File: src/rtl/fetch_queue.sv
`default_nettype none
// ============================================================================
//  Module   : fetch_queue
//  Purpose  : Instruction fetch stage in front of the 16-bit unified RAM.
//             The PC drives the RAM read address, and the word comes back
//             combinationally in the same cycle. Each fetched word is stored
//             with its PC in a small prefetch queue. The queue head goes to
//             decode over a valid/ready handshake. A branch redirect flushes
//             the queue and reloads the PC.
//  Options  : define FETCH_PERF_EN to build the saturating fetch/stall
//             performance counters; otherwise both outputs are tied to zero.
//  Revision : 1.0  initial release
// ============================================================================
module fetch_queue #(
    parameter logic [15:0] RESET_PC = 16'h0000,
    parameter int          QDEPTH   = 4
) (
    input  logic        clk,
    input  logic        rst,
    input  logic        fetch_en,
    input  logic        mem_grant,
    output logic [15:0] mem_addr,
    input  logic [15:0] mem_rdata,
    input  logic        redirect_valid,
    input  logic [15:0] redirect_pc,
    output logic        instr_valid,
    input  logic        instr_ready,
    output logic [15:0] instr,
    output logic [15:0] instr_pc,
    output logic [15:0] fetch_count,
    output logic [15:0] stall_count
);

    localparam int PW = $clog2(QDEPTH);
    localparam int CW = PW + 1;
    localparam logic [CW-1:0] C_FULL = CW'(QDEPTH);

    typedef enum logic [0:0] {
        IDLE = 1'b0,
        RUN  = 1'b1
    } state_t;

    state_t          r_state;
    state_t          w_state_nxt;
    logic [15:0]     r_pc;
    logic [PW-1:0]   r_rd;
    logic [PW-1:0]   r_wr;
    logic [CW-1:0]   r_count;
    logic [15:0]     r_q_pc   [QDEPTH];
    logic [15:0]     r_q_data [QDEPTH];
    logic            w_enq;
    logic            w_deq;

    // The redirect has top priority. Enqueue is also blocked whenever the queue is full.
    // There is no bypass, so a dequeue in the same cycle does not free the slot early.
    assign w_enq = (r_state == RUN) && fetch_en && mem_grant &&
                   (r_count != C_FULL) && !redirect_valid;
    assign w_deq = instr_valid && instr_ready && !redirect_valid;

    assign mem_addr    = r_pc;
    assign instr_valid = (r_count != '0);
    assign instr       = r_q_data[r_rd];
    assign instr_pc    = r_q_pc[r_rd];

    // State register: fetch_en selects RUN or IDLE on every edge.
    always_ff @(posedge clk or posedge rst) begin
        if (rst) r_state <= IDLE;
        else     r_state <= w_state_nxt;
    end

    // Next-state logic. A redirect leaves the run/idle state unchanged.
    always_comb begin
        w_state_nxt = r_state;
        case (r_state)
            IDLE:    if (fetch_en)  w_state_nxt = RUN;
            RUN:     if (!fetch_en) w_state_nxt = IDLE;
            default: w_state_nxt = IDLE;
        endcase
    end

    // PC, pointers, occupancy and queue storage.
    always_ff @(posedge clk or posedge rst) begin
        if (rst) begin
            r_pc    <= RESET_PC;
            r_rd    <= '0;
            r_wr    <= '0;
            r_count <= '0;
            for (int i = 0; i < QDEPTH; i++) begin
                r_q_pc[i]   <= '0;
                r_q_data[i] <= '0;
            end
        end else if (redirect_valid) begin
            r_pc    <= redirect_pc;
            r_rd    <= '0;
            r_wr    <= '0;
            r_count <= '0;
        end else begin
            if (w_enq) begin
                r_q_pc[r_wr]   <= r_pc;
                r_q_data[r_wr] <= mem_rdata;
                r_wr           <= r_wr + 1'b1;
                r_pc           <= r_pc + 16'd1;
            end
            if (w_deq) r_rd <= r_rd + 1'b1;
            case ({w_enq, w_deq})
                2'b10:   r_count <= r_count + 1'b1;
                2'b01:   r_count <= r_count - 1'b1;
                default: r_count <= r_count;
            endcase
        end
    end

`ifdef FETCH_PERF_EN
    logic [15:0] r_fetch_count;
    logic [15:0] r_stall_count;

    // Saturating counters. A stall is a RUN cycle with no enqueue, and redirect cycles are excluded.
    always_ff @(posedge clk or posedge rst) begin
        if (rst) begin
            r_fetch_count <= '0;
            r_stall_count <= '0;
        end else begin
            if (w_enq && (r_fetch_count != 16'hFFFF))
                r_fetch_count <= r_fetch_count + 16'd1;
            if ((r_state == RUN) && !w_enq && !redirect_valid &&
                (r_stall_count != 16'hFFFF))
                r_stall_count <= r_stall_count + 16'd1;
        end
    end

    assign fetch_count = r_fetch_count;
    assign stall_count = r_stall_count;
`else
    assign fetch_count = 16'h0000;
    assign stall_count = 16'h0000;
`endif

endmodule
`default_nettype wire

File: config.mk
export PLATFORM = sky130hd
export DESIGN_NAME = fetch_queue
export DESIGN_NICKNAME = d
export VERILOG_FILES = /design/src/rtl/fetch_queue.sv
export SDC_FILE = /design/constraint.sdc
export NUM_CORES = 1
export LEC_CHECK = 0
export ABC_AREA = 1
export ABC_CLOCK_PERIOD_IN_PS = 14200
export CORE_MARGIN = 3
export CORE_UTILIZATION = 53
export DETAILED_ROUTE_END_ITERATION = 7
export GPL_TIMING_DRIVEN = 0
export PLACE_DENSITY = 0.79
export SETUP_SLACK_MARGIN = 0.02
export SLEW_MARGIN = 20
export SYNTH_ARGS = -nofsm -noshare
export SYNTH_HDL_FRONTEND = slang
export SYNTH_SLANG_ARGS = --single-unit
File: constraint.sdc
create_clock -name clk -period 14.2 [get_ports clk]
set_input_delay 1.42 -clock clk [delete_from_list [all_inputs] [get_ports clk]]
set_output_delay 1.42 -clock clk [all_outputs]
set_load 0.03 [all_outputs]
After elaboration in Yosys (flattened, before gate mapping). Index checks and enable logic that the tools add are counted.

Register bits: 152. Output and inout bits: 81. Logic and storage cells: 59.

Add/subtract/negate cells: 5. Magnitude comparators: 3. Eq/ne operators: 3. Muxes and demuxes: 19. Bitwise logic cells: 3. Reductions and logical operators: 13.

Operator list (number): $bwmux 64 (2); $mux 16 (7); $bmux 16 s2 (2); $demux 16 s2 (1); $add 16x1->16 const B (1); $mux 2 (4); $logic_and 1x1->1 (7); $ge 3x3->1 const B (2); $not 2->3 (2); $pmux 3 s2 (1); $reduce_bool 3->1 (2); $add 2x1->2 const B (2); $reduce_bool 2->1 (2); $add 3x1->3 const B (1); $lt 3x1->1 const B (1); $mux 3 (1); $ne 3x3->1 const B (1); $sub 3x1->3 const B (1); $eq 2x1->1 const B (1); $eq 2x2->1 const B (1); $reduce_and 2->1 (1); $logic_not 1->1 (1); $mux 1 (1); $not 1->1 (1).

Logic depth before layout (Yosys ltp). Gate-level depths: netlist (run 1).

Depth in word-level cells: 7. Depth in mapped cells: 15. Depth with buffers taken out: 15.

Worst setup path after synthesis (run 1). No wires, ideal clock.

Path type: input to register. Start: input port redirect_valid. End: register r_count[2]. Setup time: 0.117 ns. Arrival: 2.872 ns. Required time: 14.083 ns. Slack: 11.211 ns. Stages on the path: 14. Path buffers: 2. Cells stage by stage: buf_2 inv_1 buf_2 nand3_2 inv_1 fa_1 nand2_1 inv_1 nor2_1 nand4_1 nand2_1 inv_1 nand2_1 nand2_1.

Longest elaborated chain between the ends: 5. Elaborated cells between the ends (all ways): 8. Those cells by class: 2 x eq/ne; 2 x mux; 4 x reduce/logical.

RTL lines: start: declaration (RTL line 24) `input logic redirect_valid,`; $logic_not 1->1 (RTL line 57, 58); $logic_and 1x1->1, on equally long branches (RTL line 58, 57); $eq 2x1->1 / $eq 2x2->1 (equally long branches) (RTL line 105) `case ({w_enq, w_deq})`; $pmux 3 s2 (RTL line 105); $mux 3 (RTL line 92) `end else if (redirect_valid) begin`; end signal: assignment (RTL line 106) `2'b10: r_count <= r_count + 1'b1;`; end signal: assignment (RTL line 107) `2'b01: r_count <= r_count - 1'b1;`; end signal: assignment (RTL line 108) `default: r_count <= r_count;`; end: declaration (RTL line 48) `logic [CW-1:0] r_count;`.

Several ways; a longest one is shown, not always the timed one. A chain may end at the register's enable or synchronous reset.

Final worst setup path (run 1).
Start: register r_rd[0]. End: output port instr_pc[6].

Longest elaborated chain between the ends: 4.

RTL lines: start: declaration (RTL line 46) `logic [PW-1:0] r_rd;`; start signal: assignment (RTL line 104) `if (w_deq) r_rd <= r_rd + 1'b1;`; $not 2->3 (not written as such) (RTL line 63) `assign instr_pc = r_q_pc[r_rd];`; $bmux 16 s2 (RTL line 63); $mux 16 (not written as such) (2 in a row) (RTL line 63); end: declaration (RTL line 29) `output logic [15:0] instr_pc,`.

Every way passes these cells. The select of a mux whose other input is x is not followed.

==> impl_metrics.csv, run 1 <==
group,metric,value,unit
sta,fin_crit_sh,29.2,%
sta,fin_ws,10.06,ns
critical_path,slowest_delay,0.73,ns
pwr,pwr_density_cell,139,nW/µm²
yosys,yosys-top-cells-area,"dfrtp_1 (51%), nand2_1 (10%), o21ai_1 (6.4%), o21ai_0 (5.1%), nor2_1 (4.2%)",
critical_path,start_kind,"flop",
job,maxCapViolCount,0,
yosys,yosysMostFrequentCell,"nand2_1",
sta,rsz0062_at_grt,"false",
critical_path,path_class,"reg2out",
layout,nFillCells,1142,
sta,slew_headroom,54.3,%
yosys,synth_top_flop_cell,"dfrtp_1",
layout,area_growth,23.1,%
floorplanning,die_h,125,µm
cts,cts.sinks,152,
floorplanning,pin_count,119,
drt,wl_per_cell,16.6,µm
placement,dp_slack,10.57,ns
grt,overflow,0,
critical_path,cp_data_arrival_time,2.72,ns
drt,totalWireLength,19.8,mm
drt,first_pass_iters,7,
yosys,synth_area,7480,µm²
critical_path,crit_slowest_cell,"clkdlybuf4s50_1",
yosys,synth.distinct_cells,32,
layout,final_core_util,68.2,%
placement,io_buffers,85,
yosys,synthTopCellsByCount,"nand2_1 (199), dfrtp_1 (152), o21ai_1 (95), nor2_1 (83), o21ai_0 (76)",
layout,multiInputGateArea,3000,µm²
grt,antenna_found_initial,0,
placement,place.detailed.hpwl,13.1,mm
floorplanning,initial_core_util,55.4,%
layout,diodes,0,
yosys,synthCells,866,
pwr,max-vdd-ir-drop,74.7,µV
layout,drive_above_1_share,13.2,%
cts,post_cts_buffers,0,
drt,drt_iter0_drc,713,
grt,grt_first_pass_wirelength,32.5,mm
critical_path,crit_path_end_kind,"output port",
yosys,ys_ff_latch,152,
layout,seq_area,3800,µm²
cts,root_buffer,"clkbuf_16",
yosys,synth.top_cell.area_share,50.8,%
layout,finish.instance_area,9210,µm²
critical_path,crit_chain,"inv_1 > buf_2 > clkbuf_1 > nor2_1 > o22ai_1 > clkdlybuf4s50_1",
yosys,syn_area_per_cell,8.64,µm²
yosys,synth_largest_area_cell,"dfrtp_1",
drt,final_antenna_net_count,0,
run_status,status,"finished, final reports clean",
cts,postCtsHoldBufs,0,
drt,viasPerCell,5.46,
sta,setup_viol,0,
cts,ctsHtreeMaxLevel,4,
worst_hold_path,worstHoldPathType,"reg2reg",
yosys,ys_seq_area_share,50.8,%
cts,cts_resized,0,
layout,nets,1046,
sta,clock_skew,0.00718,ns
floorplanning,die_w,125,µm
yosys,synth-async-reset-ratio,100,%
placement,placed_area,8700,µm²
grt,grt_pass1_vias,6314,
sta,tightest_slew,0.686,ns
drt,vias,6503,
cts,cts_buffer_depth,2,
floorplanning,die-area,15600,µm²
sta,hold_viol,0,
cts,clock_latency,0.43,ns
cts,path_clk_slew,0.06,ns
pwr,p_leak,4.44,nW
floorplanning,core,13500,µm²
grt,grt_max_degree,93,
sta,fin_setup_tns,0,ns
drt,route.detailed.drc,0,
sta,finalCriticalPeriod,4.14,ns
floorplanning,rows,42,
yosys,synth-edff-count,0,
sta,slew_viol_final,0,
sta,clock.fmax,241,MHz
yosys,ys_warn_count,0,
cts,cts_buffers,17,
placement,place_congestion,0.852,
critical_path,worst-endpoint-required,12.78,ns
critical_path,crit_path_max_fanout,10,
grt,grt_usage,26.1,%
cts,cts_tree,"built",
[kinds of logic (layout without fill, tap and decap cells)]
| family | after synthesis | after routing | share of synthesized area, % |
|---|---|---|---|
| buffers and inverters | 134 | 251 | 10.6 |
| flip-flops | 152 | 152 | 50.8 |
| adder cells (fa/ha/maj) | 6 | 6 | 1.10 |
| AO/OA/AOI/OAI | 252 | 252 | 19.5 |
| other | 1 | 32 | 0.0501 |
| XOR/XNOR | 6 | 6 | 0.702 |
| AND/OR/NAND/NOR | 315 | 315 | 17.2 |
[through the flow]
step	power [mW]	hold slack, ns	instances
2_1_floorplan	0.746	0.450	897
6_report	1.28	0.476	1190
5_1_grt	1.33	0.497	1190
4_1_cts	1.28	0.477	1190
3_3_place_gp	0.877	0.459	1158
3_5_place_dp	0.884	0.463	1159
[worst max-delay path, delay by kind of cell, from the launching register on]
kind	cells	cell delay, ns
DFF	1	0.38
AOI/OAI and AO/OA	1	0.28
and+or+nand+nor	1	0.10
buffers and inverters	4	1.53
[flip-flops by register name, summed over array words and instances (netlist names)]
name      count
mem_addr     16
r_count       3
r_q_data     64
r_q_pc       64
r_rd          2
r_state       1
r_wr          2
[cells in the final DEF (no fill, tap or decap), types with 6 or more instances in the layout]
cell type | netlist | layout
o21ai_0 | 76 | 76
o21ai_1 | 95 | 95
o21ai_2 | 35 | 35
clkbuf_1 | 19 | 27
buf_4 | 36 | 36
clkbuf_16 | 0 | 17
o22ai_1 | 32 | 32
dfrtp_1 | 152 | 152
nand2_1 | 199 | 199
nor2_1 | 83 | 83
buf_2 | 6 | 6
conb_1 | 1 | 32
clkdlybuf4s50_1 | 0 | 85
nand3_1 | 19 | 19
buf_6 | 20 | 20
inv_1 | 52 | 51
[power by group]
part	switching [mW]	total [mW]	internal, mW
Combinational	0.232	0.371	0.139
Clock	0.166	0.396	0.230
Sequential	0.0307	0.511	0.481
Total	0.428	1.28	0.850
[metal layers]
metal | GRT usage (%) | vias up | wire (µm)
met1 | 34.0 | 3076 | 8130
met2 | 43.5 | 315 | 9630
met5 | 0 | - | 0
met4 | 7.21 | 0 | 316
met3 | 6.65 | 31 | 1700
li1 | - | 3081 | -
[final cells by class]
type | count | area share, %
Clock inverter | 4 | 0.217
Sequential cell | 152 | 41.3
Tap cell | 176 | 2.39
Multi-Input combinational cell | 611 | 32.6
Clock buffer | 27 | 5.25
Inverter | 53 | 2.24
Timing Repair Buffer | 86 | 9.54
Buffer | 81 | 6.48
[path summary, 6_finish.rpt]
| check | startpoint | endpoint | slack, ns | cells past startpoint |
|---|---|---|---|---|
| setup / recovery | r_rd[0] | instr_pc[6] | 10.06 | 6 |
| hold / removal | r_q_data[30] | r_q_data[30] | 0.48 | 2 |
| setup reg to reg | r_count[0] | r_count[2] | 12.26 | 13 |
| hold reg to reg | r_q_data[30] | r_q_data[30] | 0.48 | 2 |
| max in group asynchronous | rst | r_q_data[14] | 11.96 | 3 |
| min in group asynchronous | rst | r_q_data[56] | 1.42 | 2 |
No activity file was read; power rests on OpenSTA's default activity.
==> run 2, diff against run 1 <==
ABC_CLOCK_PERIOD_IN_PS = 3500   (was 14200)
CORE_UTILIZATION = 49   (was 53)
PLACE_DENSITY = 0.77   (was 0.79)
clock period = 3.5 ns   (was 14.2 ns; I/O delays follow)
==> impl_metrics.csv, run 2 (same netlist as run 1, synthesis figures left out) <==
group,metric,value,unit
floorplanning,die_w,130,µm
drt,wl_met1,8.57,mm
drt,route.detailed.drc,0,
run_status,status,"finished, final reports clean",
layout,finalNonFillerCells,1202,
drt,totalWireLength,19.6,mm
sta,hold_viol,0,
critical_path,cp_data_arrival_time,2.74,ns
cts,post_cts_buffers,0,
job,maxCapViolCount,0,
layout,drive_above_1_share,14.2,%
layout,nFillCells,1298,
sta,slew_headroom,59.6,%
layout,seq_area,3800,µm²
grt,grt_first_pass_wirelength,31.2,mm
layout,final_common_cell,"nand2_1",
layout,finish.instance_area,9370,µm²
critical_path,slowest_delay,0.73,ns
sta,fin_ws,0.407,ns
drt,wl_met3,1.31,mm
sta,finalCriticalPeriod,3.09,ns
critical_path,crit_path_end_kind,"output port",
critical_path,r2r_setup_slack,1.50,ns
cts,root_buffer,"clkbuf_16",
cts,cts_tree,"built",
cts,postCtsHoldBufs,0,
drt,viasPerCell,5.41,
cts,cts.sinks,152,
cts,clock_latency,0.44,ns
cts,ctsHtreeMaxLevel,4,
sta,setup_viol,0,
sta,rsz0062_at_grt,"false",
grt,grt_pass1_vias,6156,
critical_path,worst-endpoint-required,3.15,ns
sta,tightest_slew,0.605,ns
worst_hold_path,worstHoldPathType,"in2async",
cts,path_clk_slew,0.06,ns
placement,dp_slack,0.925,ns
critical_path,start_kind,"flop",
sta,clock_skew,0.0115,ns
critical_path,r2r-end,"r_count[2]",
critical_path,worstRegToRegCells,13,
floorplanning,initial_core_util,50.7,%
sta,slew_viol_final,0,
drt,highest_layer,"met4",
grt,overflow,0,
placement,placed_area,8760,µm²
grt,grt_usage,24.0,%
pwr,max-vdd-ir-drop,378,µV
sta,clock.fmax,323,MHz
grt,antenna_found_initial,0,
critical_path,crit_path_max_fanout,10,
floorplanning,pin_count,119,
grt,grt_max_degree,35,
critical_path,crit_slowest_cell,"clkdlybuf4s50_1",
cts,cts_resized,0,
drt,vias,6501,
layout,nets,1049,
placement,io_buffers,85,
placement,dp.cells,1170,
pwr,pwr_density_cell,583,nW/µm²
cts,cts_buffer_depth,2,
cts,cts_buffers,17,
drt,wl_per_cell,16.3,µm
layout,area_growth,25.2,%
pwr,p_leak,4.50,nW
drt,drt_iter0_drc,498,
floorplanning,die_h,130,µm
placement,place_congestion,0.840,
drt,wl_met2,9.35,mm
drt,final_antenna_net_count,0,
layout,final_core_util,63.5,%
sta,fin_crit_sh,88.4,%
drt,first_pass_iters,5,
floorplanning,die-area,16800,µm²
placement,place.detailed.hpwl,13.5,mm
critical_path,reg2reg_from,"r_count[0]",
sta,timing.hold.ws,0.344,ns
floorplanning,rows,44,
floorplanning,core,14800,µm²
critical_path,crit_chain,"inv_1 > clkbuf_1 > o21ai_0 > o22ai_1 > clkdlybuf4s50_1",
layout,multiInputGateArea,3000,µm²
critical_path,path_class,"reg2out",
layout,diodes,0,
layout,layout_common_cells,"nand2_1 (199), dfrtp_1 (152), o21ai_1 (95)",
-- run 2: cell types whose count changed in the layout (fill, tap and decap cells not counted), sizes merged --
cell      previous run  this run
buf                 63        66
bufinv               0         3
clkbuf              46        39
clkinv               4         6
clkinvlp             0         4
inv                 53        52
-- run 2: worst max path at each step --
stage,end,startpoint,depth (start not counted),slack [ns]
floorplan,mem_addr[0],rst,1,1.23
global placement,r_count[1],rst,2,-0.06
detailed placement,instr_pc[5],r_rd[1],5,0.93
CTS,instr_pc[8],r_rd[1],5,0.44
global route,instr_pc[8],r_rd[0],6,0.30
finish,instr_pc[8],r_rd[1],5,0.41
-- run 2: layer usage --
layer | track usage [%] | vias to the layer above
li1 | - | 3091
met1 | 32.1 | 3109
met3 | 4.86 | 35
met5 | 0 | -
met4 | 9.78 | 0
met2 | 38.5 | 266
-- run 2: power by group --
| group | leakage [nW] | internal (mW) | switching, mW |
|---|---|---|---|
| logic | 2.18 | 0.569 | 0.933 |
| registers | 2.03 | 1.95 | 0.125 |
| clock network | 0.292 | 1.15 | 0.732 |
-- run 2: final cells by class --
| cell class | instances | share of cell area [%] |
|---|---|---|
| clock inverter | 12 | 1.60 |
| buffer | 81 | 6.37 |
| multi-input combinational | 611 | 32.0 |
| inverter | 53 | 2.16 |
| tap | 184 | 2.46 |
| timing repair buffer | 89 | 9.93 |
| clock buffer | 20 | 4.87 |
| sequential | 152 | 40.6 |
-- run 2: critical path, delay by kind of cell (launching register included) --
kind	cells	cell delay [ns]
AOI/OAI and AO/OA	2	0.44
DFF	1	0.47
buffers and inverters	3	1.39
-- run 2: per-stage QoR --
step	power [mW]	setup TNS, ns
6_report	5.46	0
3_5_place_dp	3.60	0
2_1_floorplan	3.03	0
4_1_cts	5.48	0
5_1_grt	5.71	0
3_3_place_gp	3.56	-8.02
==> run 3, diff against run 2 <==
CAP_MARGIN = 5   (was unset)
==> impl_metrics.csv, run 3 (same netlist as run 1, synthesis figures left out) <==
group,metric,value,unit
drt,totalWireLength,19.6,mm
critical_path,path_class,"reg2out",
worst_hold_path,worstHoldPathType,"in2async",
floorplanning,die_h,130,µm
critical_path,critPathTopFamily,"buffers and inverters",
pwr,p_int,3.67,mW
pwr,p_switching,1.79,mW
sta,clock.fmax,327,MHz
critical_path,crit_path_max_fanout,10,
pwr,comb_power_share,27.5,%
cts,cts_resized,0,
floorplanning,initial_core_util,50.7,%
sta,hold_viol,0,
layout,diodes,0,
job,maxCapViolCount,0,
critical_path,start_kind,"flop",
layout,drive_above_1_share,14.2,%
cts,cts_buffers,17,
placement,place_congestion,0.840,
critical_path,slowest_delay,0.72,ns
sta,setup_viol,0,
pwr,power,5.46,mW
sta,slew_headroom,58.1,%
critical_path,path_buf_inv,3,
floorplanning,rows,44,
cts,cts_buffer_depth,2,
cts,postCtsHoldBufs,0,
sta,clock_skew,0.00938,ns
grt,overflow,0,
cts,clock_latency,0.43,ns
sta,slew_viol_final,0,
floorplanning,core,14800,µm²
layout,nets,1049,
sta,finalCriticalPeriod,3.06,ns
sta,fin_ws,0.438,ns
drt,drt_iter0_drc,509,
critical_path,crit_path_end_kind,"output port",
placement,dp_slack,0.925,ns
drt,final_antenna_net_count,0,
pwr,pwr_density_cell,583,nW/µm²
critical_path,worst-endpoint-required,3.15,ns
cts,cts_tree,"built",
pwr,max-vdd-ir-drop,377,µV
sta,rsz0062_at_grt,"false",
sta,fin_crit_sh,87.5,%
cts,ctsHtreeMaxLevel,4,
placement,place.detailed.hpwl,13.5,mm
drt,first_pass_iters,5,
grt,grt_usage,24.1,%
grt,grt_max_degree,35,
layout,final_common_cell,"nand2_1",
floorplanning,die_w,130,µm
drt,vias,6466,
layout,layout_common_cells,"nand2_1 (199), dfrtp_1 (152), o21ai_1 (95)",
floorplanning,pin_count,119,
pwr,seqPwrFrac,38.0,%
cts,cts.sinks,152,
critical_path,cp_data_arrival_time,2.71,ns
grt,antenna_found_initial,0,
pwr,p_sw_share,32.8,%
pwr,clkPwrFrac,34.5,%
drt,viasPerCell,5.38,
layout,nFillCells,1294,
grt,grt_first_pass_wirelength,31.4,mm
critical_path,crit_slowest_cell,"clkdlybuf4s50_1",
floorplanning,die-area,16800,µm²
cts,root_buffer,"clkbuf_16",
drt,route.detailed.drc,0,
drt,wl_per_cell,16.3,µm
cts,post_cts_buffers,0,
grt,grt_pass1_vias,6206,
placement,io_buffers,85,
layout,area_growth,25.2,%
run_status,status,"finished, final reports clean",
critical_path,crit_chain,"inv_1 > clkbuf_1 > o21ai_0 > o22ai_1 > clkdlybuf4s50_1",
layout,multiInputGateArea,3000,µm²
cts,path_clk_slew,0.06,ns
pwr,p_leak,4.50,nW
layout,seq_area,3800,µm²
sta,tightest_slew,0.628,ns
-- run 3: cell counts in the layout (fill, tap and decap cells not counted) --
No cell type changed its count.
-- run 3: metal layers --
layer	global-route usage, %	routed length, µm	vias to the layer above
met5	0	0	-
met4	9.11	427	0
met3	5.94	1340	40
met2	37.7	9250	255
met1	32.5	8590	3086
li1	-	-	3085
-- run 3: stage by stage --
| stage | TNS, ns | utilization, % | hold WS [ns] | cells | cell area [µm²] |
|---|---|---|---|---|---|
| 2_1_floorplan | 0 | - | 0.381 | 897 | 7600 |
| 3_3_place_gp | -8.02 | 58.9 | 0.459 | 1166 | 8680 |
| 3_5_place_dp | 0 | 59.4 | 0.463 | 1170 | 8760 |
| 4_1_cts | 0 | 63.5 | 0.349 | 1202 | 9370 |
| 5_1_grt | 0 | 63.5 | 0.378 | 1202 | 9370 |
| 6_report | 0 | 63.5 | 0.341 | 1202 | 9370 |
-- run 3: worst reg2reg max path, delay by kind of cell (launching register included) --
| family | cells | cell delay [ns] |
|---|---|---|
| simple gates | 8 | 0.81 |
| compound gates | 1 | 0.13 |
| fa+ha+maj | 1 | 0.39 |
| flops | 1 | 0.42 |
| buf+inv | 3 | 0.14 |
-- run 3: path summary, 6_finish.rpt --
check / from / endpoint / slack (ns) / cells after the start
max: r_rd[1] / instr[14] / 0.44 / 5
min: rst / r_q_data[27] / 0.34 / 2
max reg2reg: r_count[0] / r_count[2] / 1.52 / 13
min reg2reg: r_q_pc[20] / r_q_pc[20] / 0.48 / 2
max in group asynchronous: rst / mem_addr[15] / 2.12 / 5
min in group clk: redirect_valid / mem_addr[15] / 0.37 / 5
-- run 3: final cells by class --
| type | count | share of cell area, % |
|---|---|---|
| Multi-Input combinational cell | 611 | 32.0 |
| Clock buffer | 20 | 4.87 |
| Clock inverter | 12 | 1.60 |
| Sequential cell | 152 | 40.6 |
| Inverter | 53 | 2.16 |
| Tap cell | 184 | 2.46 |
| Timing Repair Buffer | 89 | 9.93 |
| Buffer | 81 | 6.37 |
-- run 3: power by group through the flow --
stage | clock, mW | combinational [mW] | sequential [mW]
final | 1.89 | 1.50 | 2.07
after global routing | 1.99 | 1.63 | 2.10
after CTS | 1.90 | 1.51 | 2.07
after detailed placement | 0 | 1.50 | 2.10
after global placement | 0 | 1.47 | 2.09
after floorplan | 0 | 0.918 | 2.11
